### src/rtl/sprite_drawer_if.sv
// Pixel-write and control bundle between a sprite_drawer, its frame scheduler
// and the VGA adapter. master = scheduler/bench side, slave = drawer.
interface sprite_drawer_if #(
  parameter int SIZE = 5
);
  logic                   start;
  logic [SIZE*SIZE-1:0]   shape;
  logic [7:0]             x_in;
  logic [6:0]             y_in;
  logic [2:0]             colour;
  logic [2:0]             bg_colour;
  logic [7:0]             vga_x;
  logic [6:0]             vga_y;
  logic [2:0]             vga_colour;
  logic                   plot;
  logic                   busy;
  logic                   done;

  modport master (
    output start, shape, x_in, y_in, colour, bg_colour,
    input  vga_x, vga_y, vga_colour, plot, busy, done
  );

  modport slave (
    input  start, shape, x_in, y_in, colour, bg_colour,
    output vga_x, vga_y, vga_colour, plot, busy, done
  );
endinterface

### src/rtl/sprite_drawer.sv
// Erases a SIZExSIZE sprite at its last drawn position, then draws it at the
// newly requested position, one cell per clock, into the VGA pixel-write port.
module sprite_drawer #(
  parameter int SIZE     = 5,
  parameter int SCREEN_W = 160,
  parameter int SCREEN_H = 120
) (
  input  logic           clk,
  input  logic           reset,
  sprite_drawer_if.slave bus
);
  // state | meaning
  // IDLE  | waiting for start; adapter outputs hold, plot low
  // ERASE | repaint previous sprite cells with bg_colour
  // DRAW  | paint latched sprite at latched position
  // DONE  | one-cycle completion pulse
  localparam int N  = SIZE * SIZE;
  localparam int CW = $clog2(N);
  localparam int RW = $clog2(SIZE);
  localparam logic [CW-1:0] LAST_CELL = CW'(N - 1);
  localparam logic [RW-1:0] LAST_COL  = RW'(SIZE - 1);

  typedef enum logic [1:0] {S_IDLE, S_ERASE, S_DRAW, S_DONE} state_t;

  state_t        state_q, state_d;
  logic [CW-1:0] cnt_q, cnt_d;
  logic [RW-1:0] row_q, row_d, col_q, col_d;
  logic [N-1:0]  new_shape_q, new_shape_d, old_shape_q, old_shape_d;
  logic [7:0]    new_x_q, new_x_d, old_x_q, old_x_d;
  logic [6:0]    new_y_q, new_y_d, old_y_q, old_y_d;
  logic [2:0]    new_colour_q, new_colour_d;
  logic          old_valid_q, old_valid_d;
  logic [7:0]    vga_x_q, vga_x_d;
  logic [6:0]    vga_y_q, vga_y_d;
  logic [2:0]    vga_colour_q, vga_colour_d;
  logic          plot_q, plot_d, busy_q, busy_d, done_q, done_d;

  logic [N-1:0]  cur_shape;
  logic [7:0]    cur_x;
  logic [6:0]    cur_y;
  logic [8:0]    sum_x;
  logic [7:0]    sum_y;
  logic          active, erasing, cell_on;

  always_comb begin
    state_d      = state_q;
    cnt_d        = cnt_q;
    row_d        = row_q;
    col_d        = col_q;
    new_shape_d  = new_shape_q;
    new_x_d      = new_x_q;
    new_y_d      = new_y_q;
    new_colour_d = new_colour_q;
    old_shape_d  = old_shape_q;
    old_x_d      = old_x_q;
    old_y_d      = old_y_q;
    old_valid_d  = old_valid_q;
    vga_x_d      = vga_x_q;
    vga_y_d      = vga_y_q;
    vga_colour_d = vga_colour_q;

    erasing   = (state_q == S_ERASE);
    active    = erasing || (state_q == S_DRAW);
    cur_shape = erasing ? old_shape_q : new_shape_q;
    cur_x     = erasing ? old_x_q     : new_x_q;
    cur_y     = erasing ? old_y_q     : new_y_q;
    // Widened sums so sprites near the right/bottom edge clip instead of wrapping.
    sum_x     = {1'b0, cur_x} + 9'(col_q);
    sum_y     = {1'b0, cur_y} + 8'(row_q);
    cell_on   = cur_shape[LAST_CELL - cnt_q];

    plot_d = active && cell_on && (sum_x < 9'(SCREEN_W)) && (sum_y < 8'(SCREEN_H));
    busy_d = (state_q != S_IDLE);
    done_d = (state_q == S_DONE);

    if (active) begin
      vga_x_d      = sum_x[7:0];
      vga_y_d      = sum_y[6:0];
      vga_colour_d = erasing ? bus.bg_colour : new_colour_q;
    end

    unique case (state_q)
      S_IDLE: begin
        if (bus.start) begin
          new_shape_d  = bus.shape;
          new_x_d      = bus.x_in;
          new_y_d      = bus.y_in;
          new_colour_d = bus.colour;
          state_d      = old_valid_q ? S_ERASE : S_DRAW;
        end
      end
      S_ERASE, S_DRAW: begin
        if (cnt_q == LAST_CELL) begin
          cnt_d = '0;
          row_d = '0;
          col_d = '0;
          if (erasing) begin
            state_d = S_DRAW;
          end else begin
            state_d     = S_DONE;
            old_shape_d = new_shape_q;
            old_x_d     = new_x_q;
            old_y_d     = new_y_q;
            old_valid_d = 1'b1;
          end
        end else begin
          cnt_d = cnt_q + 1'b1;
          if (col_q == LAST_COL) begin
            col_d = '0;
            row_d = row_q + 1'b1;
          end else begin
            col_d = col_q + 1'b1;
          end
        end
      end
      S_DONE:  state_d = S_IDLE;
      default: state_d = S_IDLE;
    endcase
  end

  always_ff @(posedge clk) begin
    if (reset) begin
      state_q      <= S_IDLE;
      cnt_q        <= '0;
      row_q        <= '0;
      col_q        <= '0;
      new_shape_q  <= '0;
      new_x_q      <= '0;
      new_y_q      <= '0;
      new_colour_q <= '0;
      old_shape_q  <= '0;
      old_x_q      <= '0;
      old_y_q      <= '0;
      old_valid_q  <= 1'b0;
      vga_x_q      <= '0;
      vga_y_q      <= '0;
      vga_colour_q <= '0;
      plot_q       <= 1'b0;
      busy_q       <= 1'b0;
      done_q       <= 1'b0;
    end else begin
      state_q      <= state_d;
      cnt_q        <= cnt_d;
      row_q        <= row_d;
      col_q        <= col_d;
      new_shape_q  <= new_shape_d;
      new_x_q      <= new_x_d;
      new_y_q      <= new_y_d;
      new_colour_q <= new_colour_d;
      old_shape_q  <= old_shape_d;
      old_x_q      <= old_x_d;
      old_y_q      <= old_y_d;
      old_valid_q  <= old_valid_d;
      vga_x_q      <= vga_x_d;
      vga_y_q      <= vga_y_d;
      vga_colour_q <= vga_colour_d;
      plot_q       <= plot_d;
      busy_q       <= busy_d;
      done_q       <= done_d;
    end
  end

  assign bus.vga_x      = vga_x_q;
  assign bus.vga_y      = vga_y_q;
  assign bus.vga_colour = vga_colour_q;
  assign bus.plot       = plot_q;
  assign bus.busy       = busy_q;
  assign bus.done       = done_q;
endmodule

### src/flat_wrapper.sv
// flat-port wrapper written by rule: the top's interface ports become plain ports
module sprite_drawer_flat 
#(
  parameter int SIZE     = 5,
  parameter int SCREEN_W = 160,
  parameter int SCREEN_H = 120
)
  (clk, reset, bus_start, bus_shape, bus_x_in, bus_y_in, bus_colour, bus_bg_colour, bus_vga_x, bus_vga_y, bus_vga_colour, bus_plot, bus_busy, bus_done);
  sprite_drawer_if #(.SIZE(SIZE)) bus_i ();
  input  logic clk;
  input  logic reset;
  input wire logic [$bits(bus_i.start)-1:0] bus_start;
  input wire logic [$bits(bus_i.shape)-1:0] bus_shape;
  input wire logic [$bits(bus_i.x_in)-1:0] bus_x_in;
  input wire logic [$bits(bus_i.y_in)-1:0] bus_y_in;
  input wire logic [$bits(bus_i.colour)-1:0] bus_colour;
  input wire logic [$bits(bus_i.bg_colour)-1:0] bus_bg_colour;
  output wire logic [$bits(bus_i.vga_x)-1:0] bus_vga_x;
  output wire logic [$bits(bus_i.vga_y)-1:0] bus_vga_y;
  output wire logic [$bits(bus_i.vga_colour)-1:0] bus_vga_colour;
  output wire logic [$bits(bus_i.plot)-1:0] bus_plot;
  output wire logic [$bits(bus_i.busy)-1:0] bus_busy;
  output wire logic [$bits(bus_i.done)-1:0] bus_done;
  assign bus_i.start = bus_start;
  assign bus_i.shape = bus_shape;
  assign bus_i.x_in = bus_x_in;
  assign bus_i.y_in = bus_y_in;
  assign bus_i.colour = bus_colour;
  assign bus_i.bg_colour = bus_bg_colour;
  assign bus_vga_x = bus_i.vga_x;
  assign bus_vga_y = bus_i.vga_y;
  assign bus_vga_colour = bus_i.vga_colour;
  assign bus_plot = bus_i.plot;
  assign bus_busy = bus_i.busy;
  assign bus_done = bus_i.done;
  sprite_drawer #(.SIZE(SIZE), .SCREEN_W(SCREEN_W), .SCREEN_H(SCREEN_H)) u_core (.clk(clk), .reset(reset), .bus(bus_i));
endmodule
### config.mk
export PLATFORM = sky130hd
export DESIGN_NAME = sprite_drawer_flat
export DESIGN_NICKNAME = d
export VERILOG_FILES = /design/src/rtl/sprite_drawer_if.sv /design/src/rtl/sprite_drawer.sv /design/src/flat_wrapper.sv
export SDC_FILE = /design/constraint.sdc
export NUM_CORES = 1
export LEC_CHECK = 0
export ABC_CLOCK_PERIOD_IN_PS = 3800
export BUFFER_PORTS_ARGS = -buffer_cell sky130_fd_sc_hd__buf_2
export CORE_MARGIN = 2
export CORE_UTILIZATION = 25
export DETAILED_ROUTE_END_ITERATION = 7
export HOLD_SLACK_MARGIN = 0.05
export SYNTH_ARGS = -nofsm -noshare
export SYNTH_HDL_FRONTEND = slang
export SYNTH_SLANG_ARGS = --single-unit
### constraint.sdc
create_clock -name clk -period 3.8 [get_ports clk]
set_input_delay 0.38 -clock clk [delete_from_list [all_inputs] [get_ports clk]]
set_output_delay 0.38 -clock clk [all_outputs]
set_load 0.02 [all_outputs]
## Word-level counts from Yosys, hierarchy flattened

Index checks and enable logic that the tools add are counted.

- Reductions and logical operators: 13
- Order comparisons: 3
- Bitwise operators: 1
- Add/subtract/negate cells: 6
- Mux-type cells: 16
- Equal/unequal tests: 7

Operators by type and width:

| operator | number |
|---|---|
| $mux W25 | 1 |
| $mux W3 | 5 |
| $add A8 B3 Y9 | 1 |
| $lt A9 B8 Y1 const B | 1 |
| $add A7 B3 Y8 | 1 |
| $lt A8 B7 Y1 const B | 1 |
| $mux W8 | 1 |
| $reduce_and A2 Y1 | 4 |
| $mux W7 | 1 |
| $add A3 B1 Y3 const B | 2 |
| $lt A5 B6 Y1 const B | 1 |
| $mux W2 | 3 |
| $pmux W2 S3 | 1 |
| $add A5 B1 Y5 const B | 1 |
| $bmux W1 S5 | 1 |
| $eq A5 B5 Y1 const B | 1 |
| $mux W5 | 1 |
| $sub A5 B5 Y5 const A | 1 |
| $eq A2 B2 Y1 const B | 2 |
| $reduce_bool A2 Y1 | 2 |
| $eq A3 B3 Y1 const B | 1 |
| $logic_and A1 B1 Y1 | 3 |
| $reduce_and A3 Y1 | 1 |
| $eq A2 B1 Y1 const B | 1 |
| 7 further kinds | 8 |

- Input port bits: 49
- Logic and storage cells: 64
- Register bits: 118
- Output and inout bits: 21

## Logic depth before layout (Yosys ltp)

- Depth in word-level cells: 7
- Depth in mapped cells: 16
- Gate-level depth less buffers: 12

## Least setup slack after synthesis

OpenSTA, ideal clock, no wires.

- Path type: register to register
- Start: register u_core.state_q[1]
- End: register u_core.plot_q (netlist: u_core.bus.plot)
- Arrival: 3.286 ns
- Stages on the path, launching flop included: 15
- Clock period less this slack: 3.347 ns
- Setup slack: 0.453 ns
- Setup time: 0.061 ns
- Cells stage by stage: dfxtp_1 -> inv_1 -> ha_1 -> buf_2 -> buf_2 -> buf_2 -> buf_2 -> mux2_2 -> ha_1 -> fa_1 -> a21oi_1 -> nor2_1 -> a31o_2 -> a221oi_1 -> and4_1

- Elaborated cells between the ends (all ways): 15
- Those cells by class: add/sub: 2; order compare: 2; eq/ne: 2; mux: 5; reduce/logical: 4

RTL lines:

| element | line | RTL |
|---|---|---|
| from (decl) | sprite_drawer.sv:25 | `state_t state_q, state_d;` |
| from (signal assigned) | sprite_drawer.sv:142 | `state_q <= state_d;` |
| $eq A2 B1 Y1 | sprite_drawer.sv:62 | `erasing = (state_q == S_ERASE);` |
| $mux W7 | sprite_drawer.sv:66 | `cur_y = erasing ? old_y_q : new_y_q;` |
| via u_core.cur_y[0] | sprite_drawer.sv:40 | `logic [6:0] cur_y;` |
| $add A7 B3 Y8 | sprite_drawer.sv:69 | `sum_y = {1'b0, cur_y} + 8'(row_q);` |
| $lt A8 B7 Y1 | sprite_drawer.sv:72 | `plot_d = active && cell_on && (sum_x < 9'(SCREEN_W)) && (sum_y < 8'(SCREEN_H));` |
| $logic_and A1 B1 Y1 | sprite_drawer.sv:72 |  |
| to (signal assigned) | sprite_drawer.sv:157 | `plot_q <= plot_d;` |
| to (decl) | sprite_drawer.sv:36 | `logic plot_q, plot_d, busy_q, busy_d, done_q, done_d;` |

The timed path passes the listed nets, and every way through them passes these cells. The select of a mux whose other input is x is not followed.
A chain may end at the register's enable or synchronous reset.

## Final worst setup path

Ends and elaborated chain as after synthesis.

==> impl_metrics.env <==
export IMPL_status="completed"
export IMPL_tightestPinTransition_ns=0.8639
export IMPL_arrival_ns=3.43
export IMPL_ys_warn_count=0
export IMPL_grt_max_degree=55
export IMPL_placed_area_um2=5996
export IMPL_numPortBuffers=69
export IMPL_synth_seq_cells=118
export IMPL_drtIter0Drc=174
export IMPL_cp_end_kind="register"
export IMPL_final_cell_area_um2=6611
export IMPL_critPathTopFamily="adder cells"
export IMPL_crit_chain="inv_1, ha_2, mux2_2, ha_1, fa_1, a21oi_1, nor2_1, a31o_2, a221oi_1, and4_1"
export IMPL_yosysSeqAreaShare_pct=43.47
export IMPL_antenna_found_initial=0
export IMPL_cts_buffer_depth=2
export IMPL_worst_path_buf_inv=1
export IMPL_yosysMostFrequentCell="dfxtp_1"
export IMPL_required_ns=4.16
export IMPL_ioPinCount=70
export IMPL_syn_to_final_growth_pct=21.67
export IMPL_track_usage_pct=11.92
export IMPL_grt_pass1_wl_mm=20.82
export IMPL_hold_viol_final=0
export IMPL_drive_gt1_share_pct=18.29
export IMPL_ant_nets=0
export IMPL_synth_cell_area_um2=5434
export IMPL_synth_area_top_cells="dfxtp_1 (43%), mux2i_1 (10%), nand2_1 (7.3%), a21oi_1 (5.4%), nor2_1 (4.9%)"
export IMPL_fin_nets=722
export IMPL_ir_worst_vdd_mv=0.2363
export IMPL_cp_max_fo=15
export IMPL_power_mw=4.293
export IMPL_synth_async_sr_flop_share_pct=0
export IMPL_synth_edff_count=0
export IMPL_rsz0062_at_grt="no"
export IMPL_slowest_delay_ns=0.45
export IMPL_cts_tree="built"
export IMPL_p_leak_nw=2.536
export IMPL_numCtsBuffers=17
export IMPL_cts_reportedPaths_clkPinSlew_ns=0.06
export IMPL_drv_slew=0
export IMPL_yosysUniqueCellTypes=45
export IMPL_finalCriticalPeriod_ns=3.068
export IMPL_slew_headroom_pct=42.41
export IMPL_skew_ns=0.007505
export IMPL_cap_violations=0
export IMPL_cts_hold_repair_buffers=0
export IMPL_cts_sinks=118
export IMPL_synth_flop_cell="dfxtp_1"
export IMPL_gp_congestion=0.7739
export IMPL_final_util_pct=31.25
export IMPL_timing_hold_ws_ns=0.1924
export IMPL_die_area_um2=22930
export IMPL_fin_cells=942
export IMPL_synth_commonest_cells="dfxtp_1 (118), nand2_1 (105), nor2_1 (71)"
export IMPL_synth_top_area_share_pct=43.47
export IMPL_diodes=0
export IMPL_post_route_period_util_pct=80.73
export IMPL_fin_ws_ns=0.7324
export IMPL_tns_ns=0
export IMPL_grt_pass1_vias=4090
export IMPL_drtPass1Iterations=4
export IMPL_syn_nets=670
export IMPL_powerDensity_nw_per_um2=649.4
export IMPL_die_h_um=151.4
export IMPL_grt_overflow=0
export IMPL_critPathKind="register to register"
export IMPL_dp_cells=910
export IMPL_finalSetupViolations=0
export IMPL_clk_latency_ns=0.42
export IMPL_yosysTopAreaCell="dfxtp_1"
export IMPL_post_drt_wl_per_cell_um=13.53
export IMPL_cpMaxStageDelayCell="ha_2"
export IMPL_dp_slack_ns=0.7055
export IMPL_synth_cells=602
export IMPL_rows=53
export IMPL_avgSynthCellArea_um2=9.027
export IMPL_startpoint_type="register"
export IMPL_fmax_mhz=326.0
export IMPL_drcViolationCount=0
export IMPL_cts_setup_buffers=0
export IMPL_cts_resized=0
export IMPL_core_area_um2=21150
export IMPL_wl_mm=12.75
export IMPL_htree_levels=4
export IMPL_vias=4194
export IMPL_cts_root_buf="clkbuf_16"
export IMPL_start_util_pct=25.69
export IMPL_die_w_um=151.4
export IMPL_hp_class="input port to register"
export IMPL_dpl_hpwl_mm=8.794
export IMPL_viasPerCell=4.452
-- cells by family (layout without fill, tap and decap cells) --
kind of cell,count (synthesis),after routing,share of synthesized area (%)
xor+xnor,21,21,3.385
fa+ha+maj,19,19,4.651
simple gates,218,218,16.72
compound gates,99,99,11.08
buf+inv,54,119,4.398
mux,73,73,16.30
flops,118,118,43.47
-- path summary, 6_finish.rpt --
check	startpoint	end	slack (ns)	depth (start not counted)
worst min-delay path	bus_shape[11]	u_core.new_shape_q[11]	0.19	3
worst min register to register	u_core.old_y_q[2]	u_core.old_y_q[2]	0.45	2
worst max-delay path	u_core.state_q[1]	u_core.bus.plot	0.73	10
worst max register to register	u_core.state_q[1]	u_core.bus.plot	0.73	10
-- worst register-to-register path: stages, from the launching register on --
cell and delay (ns):
dfxtp_1 0.32, inv_1 0.12, ha_2 0.45, mux2_2 0.40, ha_1 0.21, fa_1 0.40
a21oi_1 0.24, nor2_1 0.10, a31o_2 0.27, a221oi_1 0.27, and4_1 0.21
-- sequential cells by signal, summed over array words and instances, names as in the netlist, 7 cells and up --
signal and count:
u_core.new_shape_q 25, u_core.old_shape_q 25, u_core.bus.vga_x 8, u_core.new_x_q 8, u_core.old_x_q 8, u_core.bus.vga_y 7
u_core.new_y_q 7, u_core.old_y_q 7
-- cell type report --
class                      instances  area, um2
fill                            2227      14540
sequential                       118       2362
timing repair buffer              77      407.9
inverter                          10      37.54
clock inverter                    13      172.7
clock buffer                      19      442.9
multi-input combinational        430       2844
tap                              275      344.1
-- power breakdown --
| part | internal, mW | total, mW | switching [mW] |
|---|---|---|---|
| combinational | 0.452 | 1.14 | 0.691 |
| clock | 1.06 | 1.65 | 0.597 |
| sequential | 1.39 | 1.50 | 0.107 |
| total | 2.90 | 4.29 | 1.39 |
-- per-layer routing --
layer / vias up / wire length, um / GRT usage (%)
li1: 2188 / - / -
met1: 1932 / 6170 / 14.79
met2: 60 / 5798 / 18.85
met3: 14 / 561 / 4.066
met4: 0 / 218 / 5.047
met5: - / 0 / 0
-- layout by cell type, fill, tap and decap left out, types with 2 or more instances in the layout --
master and instances:
and2_1 3, o21ai_0 3, xnor2_1 12, a2111oi_0 2, nand2b_1 3, nand3_1 9, mux2i_1 57, nand2_1 105
a21o_1 2, bufinv_16 3, mux4_1 6, clkinvlp_4 4, o2111ai_1 2, o31ai_1 2, nor2b_1 7, clkinv_4 3
a21oi_1 59, buf_2 68, dfxtp_1 118, xor2_1 9, mux4_2 4, a31oi_1 3, inv_1 10, buf_4 9
ha_1 16, a211oi_1 17, nor2_1 70, mux2_2 5, a41oi_1 2, nor3_1 10, inv_6 3, and3_1 2
fa_1 2, clkbuf_16 17, nand4_1 3
Power figures use the tool's default switching activity.
